File: src/rtl/mem_block_mover.sv
// Memory-side block mover: copies N words src->dst or fills dst with a constant, in ascending address order.
// Latency copy 3N+2 / fill N+2 cycles incl. start and FIN edges; no backpressure, start ignored unless IDLE.
module mem_block_mover #(
  parameter int ADDR_W = 16,
  parameter int DATA_W = 16
) (
  input  logic              clock,
  input  logic              reset,
  input  logic              start,
  input  logic              mode,
  input  logic [ADDR_W-1:0] src_addr,
  input  logic [ADDR_W-1:0] dst_addr,
  input  logic [15:0]       length,
  input  logic [DATA_W-1:0] fill_value,
  output logic              busy,
  output logic              done,
  output logic [15:0]       words_done,
  output logic              MemRead,
  output logic              MemWrite,
  output logic [ADDR_W-1:0] address,
  output logic [DATA_W-1:0] data_to_write,
  input  logic [DATA_W-1:0] readed_data
);

  typedef enum logic [2:0] {IDLE, RD_ADDR, RD_CAPT, WR, FIN} state_t;

  localparam logic [ADDR_W-1:0] ONE_A = 1;

  state_t              state;
  state_t              state_nxt;
  logic                mode_q;
  logic [ADDR_W-1:0]   src_ptr;
  logic [ADDR_W-1:0]   dst_ptr;
  logic [15:0]         remaining;
  logic [DATA_W-1:0]   fill_q;
  logic [DATA_W-1:0]   word_buf;
  logic [15:0]         words_done_q;
  logic [ADDR_W-1:0]   last_addr;

  always_ff @(posedge clock) begin
    if (reset) begin
      state        <= IDLE;
      mode_q       <= 1'b0;
      src_ptr      <= '0;
      dst_ptr      <= '0;
      remaining    <= '0;
      fill_q       <= '0;
      word_buf     <= '0;
      words_done_q <= '0;
      last_addr    <= '0;
    end else begin
      state <= state_nxt;
      case (state)
        IDLE: begin
          if (start) begin
            mode_q       <= mode;
            src_ptr      <= src_addr;
            dst_ptr      <= dst_addr;
            remaining    <= length;
            fill_q       <= fill_value;
            words_done_q <= '0;
          end
        end
        RD_CAPT: word_buf <= readed_data;
        WR: begin
          // pointers wrap silently at the top of the address space
          src_ptr      <= src_ptr + ONE_A;
          dst_ptr      <= dst_ptr + ONE_A;
          remaining    <= remaining - 16'd1;
          words_done_q <= words_done_q + 16'd1;
        end
        default: ;
      endcase
      if (MemRead || MemWrite) last_addr <= address;
    end
  end

  always_comb begin
    state_nxt     = state;
    busy          = 1'b0;
    done          = 1'b0;
    MemRead       = 1'b0;
    MemWrite      = 1'b0;
    address       = last_addr;
    data_to_write = '0;
    case (state)
      IDLE: begin
        if (start) begin
          if (length == 16'd0) state_nxt = FIN;
          else if (mode)       state_nxt = WR;
          else                 state_nxt = RD_ADDR;
        end
      end
      RD_ADDR: begin
        busy      = 1'b1;
        MemRead   = 1'b1;
        address   = src_ptr;
        state_nxt = RD_CAPT;
      end
      RD_CAPT: begin
        // address held a second cycle so the read is settled before capture
        busy      = 1'b1;
        MemRead   = 1'b1;
        address   = src_ptr;
        state_nxt = WR;
      end
      WR: begin
        busy          = 1'b1;
        MemWrite      = 1'b1;
        address       = dst_ptr;
        data_to_write = mode_q ? fill_q : word_buf;
        if (remaining == 16'd1) state_nxt = FIN;
        else if (mode_q)        state_nxt = WR;
        else                    state_nxt = RD_ADDR;
      end
      FIN: begin
        done      = 1'b1;
        state_nxt = IDLE;
      end
      default: state_nxt = IDLE;
    endcase
    // a write coinciding with reset must never reach the memory
    if (reset) begin
      MemRead  = 1'b0;
      MemWrite = 1'b0;
    end
  end

  assign words_done = words_done_q;

endmodule

File: config.mk
export PLATFORM = sky130hd
export DESIGN_NAME = mem_block_mover
export DESIGN_NICKNAME = d
export VERILOG_FILES = /design/src/rtl/mem_block_mover.sv
export SDC_FILE = /design/constraint.sdc
export NUM_CORES = 1
export LEC_CHECK = 0
export ABC_AREA = 1
export BUFFER_PORTS_ARGS = -buffer_cell sky130_fd_sc_hd__buf_2
export CORE_ASPECT_RATIO = 1.4
export CORE_MARGIN = 3
export CORE_UTILIZATION = 50
export CTS_BUF_LIST = sky130_fd_sc_hd__clkbuf_8
export DETAILED_ROUTE_END_ITERATION = 16
export MAX_ROUTING_LAYER = met4
export PLACE_DENSITY_LB_ADDON = 0.15
export SYNTH_ARGS = -nofsm -noshare
export SYNTH_HDL_FRONTEND = slang
export SYNTH_SLANG_ARGS = --single-unit
File: constraint.sdc
create_clock -name clock -period 2.1 [get_ports clock]
set_input_delay 0.42 -clock clock [delete_from_list [all_inputs] [get_ports clock]]
set_output_delay 0.42 -clock clock [all_outputs]
set_load 0.005 [all_outputs]
# --- After elaboration in Yosys (flattened, before gate mapping) ---
# Cells that the tools add are included.
# W data, S select, Z words.
totals:
  register_bits: 116
  latchBits: 0
  ramBits: 0
  romBits: 0
  in_bits: 84
  output_inout_bits: 52
  word_cells: 50
  n_memories: 0
op_classes:
  n_addsub: 4
  n_mul: 0
  div: 0
  magnitude_cmp: 0
  n_eq_ne: 6
  n_shift: 0
  muxes: 23
  n_bitwise: 0
  n_reduce_logical: 8
op_table:
  columns: ["cell", "count"]
  rows:
  - ["$pmux W16 S2", 5]
  - ["$mux W16", 6]
  - ["$add A16 B1 Y16 const B", 3]
  - ["$eq A16 B1 Y1 const B", 1]
  - ["$logic_not A16 Y1", 1]
  - ["$sub A16 B1 Y16 const B", 1]
  - ["$pmux W3 S4", 1]
  - ["$mux W3", 3]
  - ["$eq A3 B2 Y1 const B", 2]
  - ["$mux W1", 6]
  - ["$mux W2", 2]
  - ["$reduce_and A2 Y1", 2]
  - ["$eq A3 B1 Y1 const B", 1]
  - ["$eq A3 B3 Y1 const B", 1]
  - ["$logic_not A3 Y1", 1]
  - ["$reduce_or A3 Y1", 1]
  - ["$ne A2 B2 Y1 const B", 1]
  - ["$reduce_bool A2 Y1", 1]
  - ["$reduce_or A2 Y1", 1]
  - ["$logic_or A1 B1 Y1", 1]

# --- Logic depth before layout (Yosys ltp) ---
# Gate-level depths: netlist (run 1).
depth:
  ltp_word: 5
  depth_mapped: 11

# --- Worst setup path before layout (run 1) ---
# No wires, ideal clock.
synth_path:
  path_kind: "reg-to-output"
  start: "reg state[1]"
  end: "out data_to_write[10]"
  t_arrival_ps: 1203
  t_required_ps: 1680
  slack_ps: 477
  path_stages_with_launch: 8
  n_path_buf: 3
  path_cell_list: "dfxtp_1 > nand2_1 > nor2_1 > buf_4 > buf_4 > buf_4 > nand2_1 > inv_1"
synth_via:
  elab_chain_len: 2
synth_lines:
  columns: ["item", "line", "rtl"]
  rows:
  - ["start: declaration", "29", "state_t state;"]
  - ["start signal: assignment", "52", "state <= state_nxt;"]
  - ["$eq A3 B2 Y1", "86", "case (state)"]
  - ["$mux W16", "86", null]
  - ["end: declaration", "21", "output logic [DATA_W-1:0] data_to_write,"]
# Every way passes these cells.

# --- Worst setup path in the final report (run 1) ---
layout_path:
  start: "reg state[2]"
  end: "out address[7]"
layout_via:
  elab_chain_len: 3
  elab_cells_between_ends: 5
  classes_between: "3 x eq/ne; 1 x mux; 1 x reduce/logical"
layout_lines:
  columns: ["item", "line", "rtl"]
  rows:
  - ["$eq A3 B2 Y1 / $eq A3 B1 Y1 (equally long branches)", "86", null]
  - ["$reduce_or A2 Y1 (no source line)", null, null]
  - ["$pmux W16 S2 *", "86", null]
  - ["end: declaration", "20", "output logic [ADDR_W-1:0] address,"]
# Mark *: on every way between the ends. The rest lies on a longest branch, timed or not.

==> flow_metrics.py, run 1 <==
metrics = {
    "status": {
        "outcome": "complete, no violations",
    },
    "sta": {
        "final.min_clock_period_ns": 2.065,
        "fmax_ghz": 0.4842,
        "min_period_over_period_pct": 98.35,
        "unrepaired_setup_endpoints_after_global_routing": "true",
        "worstMarginPinSlew_ns": 0.4647,
        "finClkSkew_ns": 0.01268,
        "slew_viol_final": 0,
        "setup-tns-final_ns": 0,
        "hold_violations": 0,
        "setup_viol": 0,
        "fin_hold_ws_ns": 0.2142,
        "maxSlewHeadroom_pct": 68.78,
    },
    "cts": {
        "cts_buffer_depth": 2,
        "cts-hold-fix-buffers": 0,
        "tritoncts.num_buffers": 17,
        "cts_root_buffer": "sky130_fd_sc_hd__clkbuf_8",
        "tritoncts": "yes",
        "cts.sink_count": 116,
        "h-tree-depth": 4,
        "clock_latency_ns": 0.43,
        "clkTransAtPathRegs_ns": 0.08,
    },
    "drt": {
        "drt-vias-per-instance": 5.137,
        "routed_wire_length_per_instance_um": 13.76,
        "via_count_of_the_routed_design": 6909,
        "drtPass1Iterations": 5,
        "number_of_routed_nets_with_antenna_violations": 0,
        "finalWirelength_mm": 18.51,
        "drt-initial-drc-count": 349,
        "drc_errors": 0,
    },
    "die": {
        "floorplan.core_area_mm2": 0.01249,
        "die_w_um": 102.3,
        "die_h_um": 140.8,
        "die_area_mm2": 0.01440,
        "num_io_pins": 136,
        "start_util_pct": 51.94,
        "core.rowCount": 48,
    },
    "yosys": {
        "synth-seq-cells": 116,
        "netlist_top_cells_area": "sky130_fd_sc_hd__dfxtp_1 36%, sky130_fd_sc_hd__nand2_1 19%, sky130_fd_sc_hd__o21ai_0 7.9%, sky130_fd_sc_hd__nor2_1 7.5%, sky130_fd_sc_hd__inv_1 6.8%",
        "mappedNetlistArea_mm2": 0.006489,
        "fraction_of_synthesized_cell_area_taken_by_the_top_area_cell_type_pct": 35.79,
        "synth_fp_nets": 1135,
        "synth_area_per_cell_um2": 6.203,
        "synth_top_cell_by_area": "sky130_fd_sc_hd__dfxtp_1",
        "synthesis.instances": 1046,
        "number_of_synthesized_flops_with_an_enable_pin": 0,
        "async_reset_ff_share_pct": 0,
        "synth_sequential_area_ratio_pct": 35.79,
        "synth_top_flop_cell": "sky130_fd_sc_hd__dfxtp_1",
        "yosys_warnings": 0,
        "synth.distinct_cells": 38,
    },
    "setup_path": {
        "path_cells": "inv_4, nand3_2, nand2_4, buf_12, nand2_1, nand3_1, buf_2",
        "cpLargestDelayFamily": "simple AND/OR/NAND/NOR gates",
        "required_ns": 1.68,
        "worstPathArrival_ns": 1.65,
        "startpoint_type": "flip-flop",
        "critPathBufInv": 3,
        "endpoint_kind": "output pin",
        "timing_worst_setup_path_type": "reg -> out",
        "cpMaxStageDelayCell": "sky130_fd_sc_hd__dfxtp_4",
        "largest_stage_delay_on_the_critical_path_ns": 0.38,
        "timing.critical_path.fanout_max": 8,
    },
    "global_route": {
        "gr-usage-all-layers_pct": 25.73,
        "antenna_found_initial": 0,
        "grt_first_pass_wirelength_mm": 29.07,
        "first_global_vias": 6212,
        "maximum_number_of_pins_on_one_net_before_global_route_repair": 49,
        "globalRouteOverflowTotal": 0,
    },
    "job": {
        "maxCapViolations": 0,
    },
    "pwr": {
        "cellLeakagePower_nw": 3.794,
        "vdd.ir_drop.worst_mv": 0.5364,
        "sequentialPowerShare_pct": 40.8,
        "power_frac_comb_pct": 28.5,
        "p_sw_share_pct": 36.49,
        "power.share.clock_pct": 30.8,
        "netSwitchingPower_mw": 2.448,
        "cell_internal_pwr_mw": 4.261,
        "fin_total_pwr_mw": 6.709,
        "powerDensity_mw_per_mm2": 853.8,
    },
    "cells_and_area": {
        "n_antenna_cell": 0,
        "area.growth.synth_to_final_pct": 21.10,
        "layout-drive-gt1-share_pct": 18.66,
        "fillers": 1247,
        "multi_input_gate_area_in_the_final_layout_mm2": 0.003523,
        "regArea_mm2": 0.002333,
        "utilization_pct": 62.90,
        "finalNetCount": 1271,
    },
    "worst_hold_path": {
        "type_of_the_tightest_min_delay_check": "in -> reg",
    },
    "placed_design": {
        "detailedPlacementHpwl_mm": 13.11,
        "buffer_ports.inserted": 135,
        "finalWeightedCongestion": 0.9459,
    },
}
==> flip-flops by register name, summed over array words and instances (netlist names) <==
| signal | count |
|---|---|
| dst_ptr | 16 |
| fill_q | 16 |
| last_addr | 16 |
| mode_q | 1 |
| remaining | 16 |
| src_ptr | 16 |
| state | 3 |
| word_buf | 16 |
| words_done | 16 |
==> routing by layer <==
metal  up-vias  part of all wire, %  track usage [%]
met3        30                  5.8            3.960
met5         -                    0                -
met1      3062                   43            31.48
met2       228                   49            43.03
met4         0                  1.9            8.362
li1       3589                    -                -
==> layout by cell type (no fill, tap or decap), drive strengths merged <==
| cell type | Yosys | layout |
|---|---|---|
| nand2 | 337 | 338 |
| buf | 28 | 160 |
| nor2 | 135 | 135 |
| inv | 120 | 123 |
| dfxtp | 116 | 116 |
| o21ai | 111 | 111 |
| nand3 | 66 | 66 |
| a21oi | 43 | 43 |
| clkbuf | 18 | 19 |
| a31oi | 16 | 16 |
| nor3 | 13 | 13 |
| xor2 | 10 | 10 |
| nand4 | 9 | 9 |
| clkinvlp | 0 | 6 |
| ha | 5 | 5 |
| clkinv | 1 | 5 |
| o21bai | 3 | 3 |
| a22oi | 3 | 3 |
| or2 | 3 | 3 |
| a211oi | 2 | 2 |
| mux2i | 2 | 2 |
| bufinv | 0 | 2 |
| o22ai | 2 | 2 |
| nand3b | 1 | 1 |
| o211ai | 1 | 1 |
| o21a | 1 | 1 |
==> logic make-up after synthesis <==
logic type	after synthesis	synth area share, %
multiplexers	2	0.3085
adder cells (fa/ha/maj)	5	0.9641
AO/OA/AOI/OAI	182	14.77
buffers and inverters	167	10.88
XOR/XNOR	10	1.350
AND/OR/NAND/NOR	564	35.94
flip-flops	116	35.79
==> power groups by stage <==
stage          clock network, mW  registers (mW)  logic, mW
2_1_floorplan                  0            2.70       1.33
3_3_place_gp                   0            2.76       1.75
3_5_place_dp                   0            2.77       1.77
4_1_cts                     2.09            2.73       1.80
5_1_grt                     2.19            2.76       2.17
6_report                    2.06            2.73       1.91
==> layout make-up <==
| cell class | count | share of cell area (%) |
|---|---|---|
| clock buffers | 17 | 2.978 |
| multi-input cells | 764 | 44.84 |
| flip-flops and latches | 116 | 29.70 |
| well taps | 150 | 2.389 |
| clock inverters | 15 | 2.022 |
| repair buffers | 162 | 12.20 |
| inverters | 121 | 5.876 |
==> stage by stage <==
step,instances,setup slack [ns],cell area [µm²]
2_1_floorplan,1046,0.4771,6489
3_3_place_gp,1302,0.2780,7266
3_5_place_dp,1302,0.2584,7266
4_1_cts,1337,0.004324,7707
5_1_grt,1345,-0.05404,7858
6_report,1345,0.03472,7858
==> Yosys cell counts, types with 4 or more instances <==
cell                       number
sky130_fd_sc_hd__buf_6          4
sky130_fd_sc_hd__a21oi_1       43
sky130_fd_sc_hd__nand3_1       64
sky130_fd_sc_hd__xor2_1        10
sky130_fd_sc_hd__o21ai_1        8
sky130_fd_sc_hd__o21ai_0      103
sky130_fd_sc_hd__ha_1           5
sky130_fd_sc_hd__clkbuf_1      18
sky130_fd_sc_hd__inv_1        117
sky130_fd_sc_hd__buf_2         17
sky130_fd_sc_hd__a31oi_1       16
sky130_fd_sc_hd__nor2_1       130
sky130_fd_sc_hd__nand4_1        9
sky130_fd_sc_hd__buf_4          6
sky130_fd_sc_hd__nand2_1      333
sky130_fd_sc_hd__dfxtp_1      116
sky130_fd_sc_hd__nor3_1        13
==> repair_timing <==
item                       4_1_cts  5_1_grt
resized for setup                9       11
buffers inserted                 3        5
setup endpoints to repair       32       32
cloned                           0        3
pin swaps                        1        2
==> worst min-delay path: stages <==
cell	delay (ns)
sky130_fd_sc_hd__buf_2	0.08
sky130_fd_sc_hd__nor2_1	0.03
sky130_fd_sc_hd__nor2_1	0.08
==> path summary, 6_finish.rpt <==
| check | startpoint | to | slack, ns | depth (start not counted) |
|---|---|---|---|---|
| setup / recovery | state[2] | address[7] | 0.03 | 7 |
| hold / removal | fill_value[8] | fill_q[8] | 0.21 | 3 |
| setup reg to reg | src_ptr[0] | src_ptr[10] | 0.37 | 8 |
| hold reg to reg | word_buf[12] | word_buf[12] | 0.45 | 2 |
Power figures use the tool's default switching activity.
==> inputs of run 2 (changes only) <==
--- a/config.mk
+++ b/config.mk
@@ -6,7 +6,8 @@
 export NUM_CORES = 1
 export LEC_CHECK = 0
 export ABC_AREA = 1
-export BUFFER_PORTS_ARGS = -buffer_cell sky130_fd_sc_hd__buf_2
+export ABC_CLOCK_PERIOD_IN_PS = 2100
+export BUFFER_PORTS_ARGS = -buffer_cell sky130_fd_sc_hd__buf_4
 export CORE_ASPECT_RATIO = 1.4
 export CORE_MARGIN = 3
 export CORE_UTILIZATION = 50
==> flow_metrics.py, run 2 (synthesized netlist as in run 1, its figures left out) <==
metrics = {
    "status": {
        "outcome": "complete, no violations",
    },
    "drt": {
        "drt-vias-per-instance": 5.185,
        "finalWirelength_mm": 18.96,
        "via_count_of_the_routed_design": 6989,
        "number_of_routed_nets_with_antenna_violations": 0,
        "highest_layer": "met4",
        "wl_met3_um": 981,
        "drt-initial-drc-count": 296,
        "met2RoutedLength_mm": 9.478,
        "drc_errors": 0,
        "met1_length_mm": 8.052,
        "drtPass1Iterations": 5,
        "routed_wire_length_per_instance_um": 14.06,
    },
    "global_route": {
        "gr-usage-all-layers_pct": 26.60,
        "maximum_number_of_pins_on_one_net_before_global_route_repair": 52,
        "globalRouteOverflowTotal": 0,
        "grt_first_pass_wirelength_mm": 29.83,
        "antenna_found_initial": 0,
        "first_global_vias": 6391,
    },
    "sta": {
        "slew_viol_final": 0,
        "maxSlewHeadroom_pct": 60.85,
        "worstMarginPinSlew_ns": 0.5827,
        "unrepaired_setup_endpoints_after_global_routing": "true",
        "setup_viol": 0,
        "hold_violations": 0,
        "finClkSkew_ns": 0.01209,
        "post-route-worst-setup-slack_ns": 0.04253,
        "min_period_over_period_pct": 97.97,
        "fmax_ghz": 0.4860,
        "final.min_clock_period_ns": 2.057,
    },
    "worst_hold_path": {
        "hold_path_depth": 3,
        "type_of_the_tightest_min_delay_check": "in -> reg",
    },
    "cells_and_area": {
        "finalNetCount": 1274,
        "fillers": 1186,
        "most-common-layout-cells": "328 x sky130_fd_sc_hd__nand2_1, 156 x sky130_fd_sc_hd__buf_4, 126 x sky130_fd_sc_hd__nor2_1, 116 x sky130_fd_sc_hd__inv_1, 113 x sky130_fd_sc_hd__dfxtp_1",
        "mostFrequentLayoutCell": "sky130_fd_sc_hd__nand2_1",
        "area.growth.synth_to_final_pct": 27.00,
        "n_antenna_cell": 0,
        "layout-drive-gt1-share_pct": 19.45,
        "final_cell_count_no_fill": 1348,
    },
    "die": {
        "start_util_pct": 51.94,
        "die_h_um": 140.8,
        "num_io_pins": 136,
        "die_w_um": 102.3,
        "die_area_mm2": 0.01440,
        "core.rowCount": 48,
        "floorplan.core_area_mm2": 0.01249,
    },
    "setup_path": {
        "worst-r2r-cell-count": 10,
        "endpoint_kind": "output pin",
        "path_cells": "inv_1, nand3_4, nand2_4, buf_12, nand2_1, nand3_1, buf_4",
        "required_ns": 1.68,
        "cpLargestDelayFamily": "simple AND/OR/NAND/NOR gates",
        "worstPathArrival_ns": 1.64,
        "timing_worst_setup_path_type": "reg -> out",
        "reg2reg_slack_ns": 0.26,
        "largest_stage_delay_on_the_critical_path_ns": 0.40,
        "cpMaxStageDelayCell": "sky130_fd_sc_hd__dfxtp_4",
        "critPathBufInv": 3,
        "startpoint_type": "flip-flop",
        "cp.depth": 7,
        "timing.critical_path.fanout_max": 5,
    },
    "placed_design": {
        "detailedPlacementHpwl_mm": 13.51,
        "dp_cells": 1305,
        "detailedPlace.worstSlack_ns": 0.2510,
        "finalWeightedCongestion": 1.015,
        "buffer_ports.inserted": 135,
    },
    "cts": {
        "cts-hold-fix-buffers": 0,
        "cts.sink_count": 116,
        "clkTransAtPathRegs_ns": 0.08,
        "cts_root_buffer": "sky130_fd_sc_hd__clkbuf_8",
        "tritoncts.num_buffers": 17,
        "tritoncts": "yes",
        "clock_latency_ns": 0.44,
        "cts_buffer_depth": 2,
        "h-tree-depth": 4,
    },
    "pwr": {
        "vdd.ir_drop.worst_mv": 0.4636,
        "p_sw_share_pct": 36.66,
        "power.share.clock_pct": 29.3,
        "cellLeakagePower_nw": 3.889,
        "sequentialPowerShare_pct": 40.5,
        "powerDensity_mw_per_mm2": 819.3,
        "netSwitchingPower_mw": 2.475,
        "cell_internal_pwr_mw": 4.277,
        "power_frac_comb_pct": 30.2,
    },
    "job": {
        "maxCapViolations": 0,
    },
}
[run 2: cell types whose count changed in the layout (fill, tap and decap cells not counted), sizes merged]
| cell | previous run | this run |
|---|---|---|
| bufinv | 2 | 1 |
| inv | 123 | 124 |
| buf | 160 | 164 |
| clkinv | 5 | 8 |
| clkinvlp | 6 | 2 |
[run 2: path summary, 6_finish.rpt]
check / from / end
worst max register to register: state[1] / remaining[8]
worst min-delay path: fill_value[8] / fill_q[8]
worst min register to register: word_buf[15] / word_buf[15]
worst max-delay path: state[0] / address[5]
[run 2: cell type report]
cell class              instances  area [µm²]  area share [%]
multi-input cells             764        3550           43.08
clock inverters                14       130.1           1.579
repair buffers                165        1330           16.14
well taps                     150       187.7           2.278
clock buffers                  18       247.7           3.006
flip-flops and latches        116        2333           28.32
inverters                     121       461.7           5.603
[run 2: timing repair]
| item | CTS | global route |
|---|---|---|
| setup endpoints to repair | 34 | 22 |
| gates cloned | 1 | 1 |
| gates resized for setup | 16 | 13 |
| buffers inserted | 4 | 5 |
| pin swaps | 2 | 3 |
[run 2: routing by layer]
metal,up-vias,track usage [%]
li1,3603,-
met5,-,-
met4,0,9.606
met1,3144,31.97
met2,214,44.16
met3,28,4.802
[run 2: power groups by stage]
stage | clock (mW) | sequential [mW] | combinational [mW]
2_1_floorplan | 0 | 2.70 | 1.33
3_3_place_gp | 0 | 2.77 | 1.86
3_5_place_dp | 0 | 2.77 | 1.89
4_1_cts | 2.01 | 2.73 | 1.95
5_1_grt | 2.13 | 2.77 | 2.29
6_report | 1.98 | 2.74 | 2.04
[run 2: worst register-to-register path, cell delays in order (launching register included)]
cell	delay [ns]
sky130_fd_sc_hd__dfxtp_4	0.38
sky130_fd_sc_hd__nor2_4	0.16
sky130_fd_sc_hd__buf_4	0.15
sky130_fd_sc_hd__nand2_4	0.06
sky130_fd_sc_hd__inv_4	0.09
sky130_fd_sc_hd__nand2_8	0.15
sky130_fd_sc_hd__nand2_8	0.23
sky130_fd_sc_hd__buf_4	0.29
sky130_fd_sc_hd__o21ai_0	0.13
sky130_fd_sc_hd__nand2_1	0.07
sky130_fd_sc_hd__nand2_1	0.05
[run 2: metrics by stage]
stage | utilization, % | hold slack [ns] | TNS [ns] | cell area (µm²) | power, mW
2_1_floorplan | - | 0.4244 | 0 | 6489 | 4.030
3_3_place_gp | 61.25 | 0.4347 | 0 | 7651 | 4.624
3_5_place_dp | 61.25 | 0.4414 | 0 | 7651 | 4.652
4_1_cts | 65.00 | 0.1862 | 0 | 8120 | 6.686
5_1_grt | 65.97 | 0.1973 | -0.04165 | 8240 | 7.185
6_report | 65.97 | 0.2064 | 0 | 8240 | 6.752
==> inputs of run 3 (changes only) <==
--- a/config.mk
+++ b/config.mk
@@ -10,11 +10,12 @@
 export BUFFER_PORTS_ARGS = -buffer_cell sky130_fd_sc_hd__buf_4
 export CORE_ASPECT_RATIO = 1.4
 export CORE_MARGIN = 3
-export CORE_UTILIZATION = 50
+export CORE_UTILIZATION = 57
 export CTS_BUF_LIST = sky130_fd_sc_hd__clkbuf_8
 export DETAILED_ROUTE_END_ITERATION = 16
 export MAX_ROUTING_LAYER = met4
 export PLACE_DENSITY_LB_ADDON = 0.15
+export REMOVE_ABC_BUFFERS = 1
 export SYNTH_ARGS = -nofsm -noshare
 export SYNTH_HDL_FRONTEND = slang
 export SYNTH_SLANG_ARGS = --single-unit
==> flow_metrics.py, run 3 (synthesized netlist as in run 1, its figures left out) <==
metrics = {
    "cts": {
        "tritoncts.num_buffers": 17,
        "tritoncts": "yes",
        "cts.sink_count": 116,
        "h-tree-depth": 4,
        "cts-hold-fix-buffers": 0,
        "clock_latency_ns": 0.43,
        "clkTransAtPathRegs_ns": 0.07,
        "cts_buffer_depth": 2,
        "cts_root_buffer": "sky130_fd_sc_hd__clkbuf_8",
    },
    "setup_path": {
        "worstPathArrival_ns": 1.63,
        "largest_stage_delay_on_the_critical_path_ns": 0.38,
        "cp_common_cell": "sky130_fd_sc_hd__inv_1",
        "timing.critical_path.fanout_max": 6,
        "worstSetupStartpoint": "state[0]",
        "timing_worst_setup_path_type": "reg -> out",
        "path_cells": "inv_1, nand3_2, nand2_4, inv_1, nor2_1, o22ai_2, inv_1, buf_4",
        "required_ns": 1.68,
        "cpMaxStageDelayCell": "sky130_fd_sc_hd__dfxtp_4",
        "startpoint_type": "flip-flop",
        "crit-reg2reg-launch": "dst_ptr[1]",
        "endpoint_kind": "output pin",
    },
    "job": {
        "maxCapViolations": 0,
    },
    "pwr": {
        "vdd.ir_drop.worst_mv": 0.5456,
        "powerDensity_mw_per_mm2": 847.2,
        "cellLeakagePower_nw": 3.889,
        "fin_total_pwr_mw": 6.931,
    },
    "sta": {
        "min_period_over_period_pct": 97.62,
        "unrepaired_setup_endpoints_after_global_routing": "true",
        "final.min_clock_period_ns": 2.050,
        "slew_viol_final": 0,
        "setup_viol": 0,
        "fin_hold_ws_ns": 0.2180,
        "finClkSkew_ns": 0.009123,
        "hold_violations": 0,
        "fmax_ghz": 0.4878,
        "worstMarginPinSlew_ns": 0.5068,
        "maxSlewHeadroom_pct": 65.96,
    },
    "drt": {
        "drc_errors": 0,
        "number_of_routed_nets_with_antenna_violations": 0,
        "drt-initial-drc-count": 494,
        "drtPass1Iterations": 5,
        "routed_wire_length_per_instance_um": 13.02,
        "drt-vias-per-instance": 5.209,
        "via_count_of_the_routed_design": 6933,
        "finalWirelength_mm": 17.33,
    },
    "global_route": {
        "maximum_number_of_pins_on_one_net_before_global_route_repair": 64,
        "gr-usage-all-layers_pct": 28.05,
        "globalRouteOverflowTotal": 0,
        "grt_first_pass_wirelength_mm": 27.96,
        "antenna_found_initial": 0,
        "first_global_vias": 6262,
    },
    "placed_design": {
        "detailedPlacementHpwl_mm": 11.75,
        "finalWeightedCongestion": 0.9262,
        "buffer_ports.inserted": 135,
        "post_detailed_placement_cell_area_mm2": 0.007585,
    },
    "cells_and_area": {
        "most-common-layout-cells": "332 x sky130_fd_sc_hd__nand2_1, 153 x sky130_fd_sc_hd__buf_4, 125 x sky130_fd_sc_hd__nor2_1, 118 x sky130_fd_sc_hd__inv_1, 113 x sky130_fd_sc_hd__dfxtp_1",
        "utilization_pct": 74.52,
        "regArea_mm2": 0.002333,
        "n_antenna_cell": 0,
        "finalNetCount": 1266,
        "fillers": 928,
        "mostFrequentLayoutCell": "sky130_fd_sc_hd__nand2_1",
        "layout-drive-gt1-share_pct": 18.49,
        "postLayoutCellArea_mm2": 0.008182,
        "area.growth.synth_to_final_pct": 26.09,
        "multi_input_gate_area_in_the_final_layout_mm2": 0.003517,
    },
    "die": {
        "start_util_pct": 59.10,
        "floorplan.core_area_mm2": 0.01098,
        "die_area_mm2": 0.01272,
        "core.rowCount": 45,
        "die_h_um": 132.2,
        "die_w_um": 96.18,
        "num_io_pins": 136,
    },
    "worst_hold_path": {
        "hold_path.startpoint": "fill_value[0]",
        "type_of_the_tightest_min_delay_check": "in -> reg",
    },
    "status": {
        "outcome": "complete, no violations",
    },
}
## run 3: changes by cell type in the layout (fill, tap and decap cells not counted), sizes merged
cell,delta
clkbuf,+1
bufinv,+3
inv,-1
buf,-7
clkinvlp,-1
bufbuf,+1
nand2,-1
clkinv,-3
## run 3: timing repair
item,4_1_cts,5_1_grt
gates cloned,1,0
buffers inserted,1,5
resized for setup,12,11
pin swaps,2,3
setup endpoints to repair,18,28
## run 3: worst paths after layout
kind                  endpoint  slack [ns]  cells after the start
setup / recovery    address[1]        0.05                      8
hold / removal       fill_q[0]        0.22                      3
setup reg to reg   dst_ptr[12]        0.35                      8
hold reg to reg   word_buf[11]        0.45                      2
## run 3: metrics by stage
stage,setup TNS (ns),setup WS [ns],std cells
floorplan,-51.82,-1.040,1000
global placement,0,0.2509,1292
detailed placement,0,0.2098,1292
CTS,-0.02103,-0.01476,1326
global route,-0.3992,-0.05085,1331
finish,0,0.05005,1331
## run 3: layer usage
metal  vias up  track usage (%)  wire length (µm)
met5         -                -                 0
met4         0            7.437               190
met3        18            5.939              1247
met2       231            45.95              8395
met1      3102            34.58              7496
li1       3582                -                 -
## run 3: power by group
| group | switching, mW | internal (mW) |
|---|---|---|
| logic | 1.19 | 0.760 |
| clock network | 0.888 | 1.37 |
| registers | 0.226 | 2.50 |
## run 3: final cells by class
| type | instances | share of cell area [%] |
|---|---|---|
| clock buffers | 20 | 3.364 |
| clock inverters | 12 | 1.957 |
| inverters | 121 | 5.704 |
| multi-input cells | 763 | 42.99 |
| flip-flops and latches | 116 | 28.52 |
| well taps | 141 | 2.156 |
| repair buffers | 158 | 15.31 |
## run 3: worst max-delay path: cells and delay by family (launching register included)
kind,cells,cell delay [ns]
buffers and inverters,4,0.37
AOI/OAI and AO/OA,1,0.10
DFF,1,0.38
and+or+nand+nor,3,0.35
